$ cat src/rtl/cla_rr_arbiter.sv
// rtl/cla_rr_arbiter.sv - round-robin scheduler sharing one registered adder among NUM_REQ requesters
// Grants one request per cycle, tags it through the adder latency and returns the sum to its owner.
module cla_rr_arbiter #(
  parameter int  NUM_REQ = 4,
  parameter int  WIDTH   = 32,
  parameter int  LAT     = 1,
  localparam int IDW     = (NUM_REQ > 1) ? $clog2(NUM_REQ) : 1
) (
  input  logic                     clock,
  input  logic                     reset,
  input  logic [NUM_REQ-1:0]       req_valid,
  input  logic [NUM_REQ*WIDTH-1:0] req_a,
  input  logic [NUM_REQ*WIDTH-1:0] req_b,
  output logic [NUM_REQ-1:0]       req_ready,
  output logic [WIDTH-1:0]         add_a,
  output logic [WIDTH-1:0]         add_b,
  input  logic [WIDTH:0]           add_sum,
  output logic [NUM_REQ-1:0]       rsp_valid,
  output logic [WIDTH:0]           rsp_sum,
  output logic [IDW-1:0]           rsp_id,
  output logic                     busy
);

  logic [IDW-1:0]     r_ptr;
  logic [WIDTH-1:0]   r_add_a;
  logic [WIDTH-1:0]   r_add_b;
  logic [LAT:0]       r_tag_v;
  logic [IDW-1:0]     r_tag_id [0:LAT];
  logic [NUM_REQ-1:0] r_rsp_valid;
  logic [WIDTH:0]     r_rsp_sum;
  logic [IDW-1:0]     r_rsp_id;

  logic               w_gnt_any;
  logic [IDW-1:0]     w_gnt_idx;
  logic [IDW-1:0]     w_ptr_nxt;
  logic               w_fire;
  logic [WIDTH-1:0]   w_sel_a;
  logic [WIDTH-1:0]   w_sel_b;
  int                 w_scan;

  // Scan downward from the farthest offset so the slot nearest the pointer wins.
  always_comb begin
    w_gnt_any = 1'b0;
    w_gnt_idx = '0;
    w_scan    = 0;
    for (int k = NUM_REQ - 1; k >= 0; k--) begin
      w_scan = (int'(r_ptr) + k) % NUM_REQ;
      if (req_valid[IDW'(w_scan)]) begin
        w_gnt_any = 1'b1;
        w_gnt_idx = IDW'(w_scan);
      end
    end
  end

  always_comb begin
    req_ready = '0;
    if (reset && w_gnt_any) begin
      req_ready = NUM_REQ'(1) << w_gnt_idx;
    end
  end

  assign w_fire    = |(req_valid & req_ready);
  assign w_ptr_nxt = (w_gnt_idx == IDW'(NUM_REQ - 1)) ? '0 : w_gnt_idx + 1'b1;
  assign w_sel_a   = req_a[int'(w_gnt_idx) * WIDTH +: WIDTH];
  assign w_sel_b   = req_b[int'(w_gnt_idx) * WIDTH +: WIDTH];

  always_ff @(posedge clock or negedge reset) begin
    if (!reset) begin
      r_ptr   <= '0;
      r_add_a <= '0;
      r_add_b <= '0;
    end else if (w_fire) begin
      r_ptr   <= w_ptr_nxt;
      r_add_a <= w_sel_a;
      r_add_b <= w_sel_b;
    end
  end

  // Stage 0 is loaded at issue; stage LAT lines up with add_sum for the response edge.
  always_ff @(posedge clock or negedge reset) begin
    if (!reset) begin
      r_tag_v <= '0;
      for (int k = 0; k <= LAT; k++) begin
        r_tag_id[k] <= '0;
      end
    end else begin
      r_tag_v[0] <= w_fire;
      if (w_fire) begin
        r_tag_id[0] <= w_gnt_idx;
      end
      for (int k = 1; k <= LAT; k++) begin
        r_tag_v[k]  <= r_tag_v[k-1];
        r_tag_id[k] <= r_tag_id[k-1];
      end
    end
  end

  always_ff @(posedge clock or negedge reset) begin
    if (!reset) begin
      r_rsp_valid <= '0;
      r_rsp_sum   <= '0;
      r_rsp_id    <= '0;
    end else if (r_tag_v[LAT]) begin
      r_rsp_valid <= NUM_REQ'(1) << r_tag_id[LAT];
      r_rsp_sum   <= add_sum;
      r_rsp_id    <= r_tag_id[LAT];
    end else begin
      r_rsp_valid <= '0;
    end
  end

  assign add_a     = r_add_a;
  assign add_b     = r_add_b;
  assign rsp_valid = r_rsp_valid;
  assign rsp_sum   = r_rsp_sum;
  assign rsp_id    = r_rsp_id;
  assign busy      = (|r_tag_v) | (|r_rsp_valid);

endmodule

$ cat config.mk
export PLATFORM = sky130hd
export DESIGN_NAME = cla_rr_arbiter
export DESIGN_NICKNAME = d
export VERILOG_FILES = /design/src/rtl/cla_rr_arbiter.sv
export SDC_FILE = /design/constraint.sdc
export NUM_CORES = 1
export LEC_CHECK = 0
export CELL_PAD_IN_SITES_DETAIL_PLACEMENT = 0
export CELL_PAD_IN_SITES_GLOBAL_PLACEMENT = 2
export CORE_MARGIN = 2
export CORE_UTILIZATION = 20
export CTS_CLUSTER_SIZE = 20
export DETAILED_ROUTE_END_ITERATION = 7
export PLACE_DENSITY = 0.93
export SYNTH_ARGS = -nofsm -noshare
export SYNTH_HDL_FRONTEND = slang
export SYNTH_SLANG_ARGS = --single-unit
export TNS_END_PERCENT = 50
$ cat constraint.sdc
create_clock -name clock -period 3.66 [get_ports clock]
set_input_delay 0.732 -clock clock [delete_from_list [all_inputs] [get_ports clock]]
set_output_delay 0.732 -clock clock [all_outputs]
set_load 0.005 [all_outputs]
### Word level (Yosys, flattened, before mapping)

Index checks and enable logic that the tools add are counted.
W data, S select, Z words.

* add/subtract/negate cells: 4
* order comparisons: 4
* eq/ne operators: 1
* shift-type cells: 4
* multiplexer cells: 23
* bitwise gates (word level): 2
* reduce and logical (&&, ||, !) cells: 4

Operators by type and width (count)
* $shiftx A128 B8 Y32: 2
* $lt A2 B4 Y1 const B: 4
* $mux W1: 12
* $mux W2: 5
* $bmux W1 S2: 4
* $mux W4: 2
* $reduce_or A4 Y1: 2
* $shl A1 B2 Y4 const A: 2
* $add A2 B1 Y2 const B: 2
* $add A2 B2 Y2 const B: 2
* $and A4 B4 Y4: 1
* $eq A2 B2 Y1 const B: 1
* $reduce_or A2 Y1: 1
* $logic_and A1 B1 Y1: 1
* $or A1 B1 Y1: 1

* flip-flop bits (word level): 111
* input port bits: 295
* output and inout port bits: 108
* logic and storage cells: 51

### Depth between registers and ports, before layout

Gate-level depths: netlist (run 1).

* depth in word-level cells: 12
* depth in mapped cells: 14

### Worst setup path before layout (run 1)

Ideal clock, no wire load.

* kind: in2reg
* start: input port req_valid[3]
* end: register r_add_a[0], in the netlist add_a[0]
* arrival time: 2.911 ns
* setup slack: 0.654 ns
* stages: 13
* path through: o221a_2 nand2_1 buf_2 clkbuf_1 inv_1 ha_1 a22oi_1 a31o_2 buf_4 buf_4 clkbuf_1 nand2_1 o31ai_1

* word-level cells in the longest chain between the ends: 11
* elaborated cells between the ends (all ways): 26

RTL lines
* from (decl): line 11 `input logic [NUM_REQ-1:0] req_valid,`
* parallel branches: the longest is 11 deep, another holds $shiftx A128 B8 Y32
* to (signal assigned): line 74 `r_add_a <= w_sel_a;`
* to (decl): line 25 `logic [WIDTH-1:0] r_add_a;`

Several ways; the timed one is not identified. The select of a mux whose other input is x is not followed.
A chain may end at the register's enable or synchronous reset.

### Worst setup path after layout (run 1)

* start: input port req_valid[3]
* end: output port req_ready[1]

* word-level cells in the longest chain between the ends: 9
* elaborated cells between the ends (all ways): 23

RTL lines
* $bmux W1 S2: line 48 `if (req_valid[IDW'(w_scan)]) begin`
* $mux W1 (not written as such) (2 in a row): line 48
* $mux W2 or $mux W1 (tied branches) (4 in a row): line 48
* $shl A1 B2 Y4 or $logic_and A1 B1 Y1 (tied branches): line 58, 57
* $mux W4 *: line 57 `if (reset && w_gnt_any) begin`
* to (decl): line 14 `output logic [NUM_REQ-1:0] req_ready,`

Mark *: on every way between the ends. The rest lies on a longest branch, timed or not. The select of a mux whose other input is x is not followed.

==> results of run 1 <==
-- layout make-up --
| cell class | count | area (um^2) | area share (%) |
|---|---|---|---|
| clock buffers | 9 | 225 | 2.06 |
| clock inverters | 7 | 86.3 | 0.789 |
| inverters | 7 | 26.3 | 0.240 |
| multi-input cells | 453 | 3160 | 28.9 |
| flip-flops and latches | 111 | 2780 | 25.4 |
| well taps | 396 | 495 | 4.53 |
| repair buffers | 416 | 4160 | 38.1 |
-- worst paths after layout --
| check | from | slack [ns] | to |
|---|---|---|---|
| worst max-delay path | req_valid[3] | 0.19 | req_ready[1] |
| worst min-delay path | r_tag_id[3] | 0.38 | r_tag_id[1] |
| worst max register to register | r_ptr[1] | 0.94 | add_a[22] |
| worst min register to register | r_tag_id[3] | 0.38 | r_tag_id[1] |
| max in group asynchronous | reset | 2.66 | rsp_valid[1] |
| min in group asynchronous | reset | 0.51 | add_b[2] |
-- logic make-up after synthesis --
| family | share of synthesized area [%] |
|---|---|
| simple gates | 18.4 |
| compound gates | 24.5 |
| flops | 44.5 |
| buf+inv | 5.54 |
| mux | 6.66 |
| fa+ha+maj | 0.401 |
-- Yosys cell counts, drive strengths merged, types with 2 or more instances --
master	n
and3	129
a211oi	128
dfrtp	111
nand2	69
o31ai	64
clkbuf	57
mux2	36
buf	18
inv	7
nor2	5
o21ai	4
and3b	2
ha	2
nor3	2
-- critical path, cell delays in order --
cell	delay [ns]
clkdlybuf4s50_1	0.53
mux2i_1	0.13
a221oi_4	0.42
inv_2	0.10
nor3_2	0.24
clkdlybuf4s50_1	0.57
-- per-layer routing --
metal  part of all wire [%]  global-route usage (%)  vias up
met5                      0                       0        -
met4                    1.6                    4.00        0
met3                    7.7                    4.35       19
met2                     50                    27.3      288
met1                     40                    18.0     3121
li1                       -                       -     3155
-- registers in the layout (all words and copies together), names as in the netlist --
| signal | cells |
|---|---|
| r_tag_id | 4 |
| r_ptr | 2 |
| add_b | 32 |
| add_a | 32 |
| rsp_id | 2 |
| rsp_valid | 4 |
| r_tag_v | 2 |
| rsp_sum | 33 |
-- report_power, final --
part | switching [mW] | leakage [nW] | internal [mW] | total [mW]
combinational | 1.77 | 3.06 | 2.02 | 3.79
sequential | 0.323 | 1.35 | 1.79 | 2.11
clock | 0.558 | 0.151 | 0.494 | 1.05
-- per-stage QoR --
step                setup slack, ns  cells  area, um^2  hold slack (ns)
CTS                          0.0552   1399       10900            0.380
finish                        0.187   1399       10900            0.377
floorplan                     0.654    646        6240            0.354
detailed placement           0.0600   1383       10600            0.362
global placement             0.0849   1383       10600            0.358
global route                 0.0615   1399       10900            0.390
==> results.yml, run 1 <==
outcome:
  status: "finished clean"
min_path:
  hp-class: "register to register"
  whs_path_depth: 0
clock_tree:
  clk_pin_slew_ns: 0.08
  post_cts_buffers: 0
  cts_tree: "built"
  worstSkewPairLatency_ns: 0.36
  htree_levels: 3
  cts-resized-gates: 0
  clk_path_buf_depth: 2
  cts-root-buf: "clkbuf_16"
  hold_buffers: 0
  clock_sinks: 111
  cts_buffers: 9
power_and_ir_drop:
  power_density_nw_per_um2: 636
  ir_drop_mv: 0.364
  leakage_nw: 4.56
  p_total_mw: 6.96
logic_synthesis:
  synthCells: 646
  synth_nets: 943
  ys_warn_count: 0
  yosys-top-cells-area: "dfrtp_1 (45%), a211oi_1 (15%), and3_1 (13%), o31ai_1 (7.7%), mux2_2 (6.5%)"
  synth_top_area_share_pct: 44.5
  syn_avg_cell_area_um2: 9.66
  synth-seq-cells: 111
  ys_types: 31
  synth-edff-count: 0
  post-synth-top-area-cell: "dfrtp_1"
  yosysSeqAreaShare_pct: 44.5
  synthArstFlopShare_pct: 100
  synth_area_um2: 6240
  synth_flop_cell: "dfrtp_1"
timing:
  fin_skew_ns: 0.0148
  period_minus_slack_ns: 3.47
  finalCritPeriodShare_pct: 94.9
  maxSlewViolCount: 0
  final.setup.tns_ns: 0
  hold_viol_final: 0
  tightestPinTransition_ns: 1.15
  rsz0062_at_grt: "false"
  slew_headroom_pct: 23.6
  max_freq_ghz: 0.288
  setup_viol: 0
global_route:
  grt_pass1_vias: 6610
  antenna_found_initial: 0
  gr-total-overflow: 0
  grt_first_pass_wirelength_mm: 39.3
  grt_use_total_pct: 15.3
  grt_start_max_net_pins: 130
setup_path:
  worstPathMaxFanout: 5
  rr_worst_depth: 7
  arrival_ns: 2.74
  crit_type: "input port to output port"
  startpoint_type: "input port"
  cp_data_required_time_ns: 2.93
  end_kind: "output port"
final_layout:
  nets: 1295
  final_common_cell: "clkdlybuf4s50_1"
  final_util_pct: 35.7
  drive_gt1_share_pct: 7.48
  n_fill_cell: 3141
  num_antenna_cells: 0
  mostFrequentLayoutCells: "clkdlybuf4s50_1 (401), and3_1 (129), a211oi_1 (128)"
  area_delta_synth_final_pct: 75.4
die:
  initial_utilization_pct: 20.3
  die_y_um: 181
  num_rows: 64
  die_area_um2: 32600
  ios: 403
  core_um2: 30700
  chipWidth_um: 181
routing:
  drc: 0
  vias: 6583
  via_per_inst: 4.71
  wirelength_mm: 25.7
  first_iter_violations: 289
  ant_nets: 0
  wire_per_inst_um: 18.4
  dr.pass1.iters: 4
flow_run:
  max_cap_violations: 0
placed_design:
  portBuffers: 402
  place_congestion: 0.787
  hpwl_mm: 18.6
(Power assumes the default switching activity.)
==> run 2, diff against run 1 <==
SLEW_MARGIN = 10   (was not set)
==> results of run 2 <==
The final DEF is identical to that of run 1; final timing and power are the same.
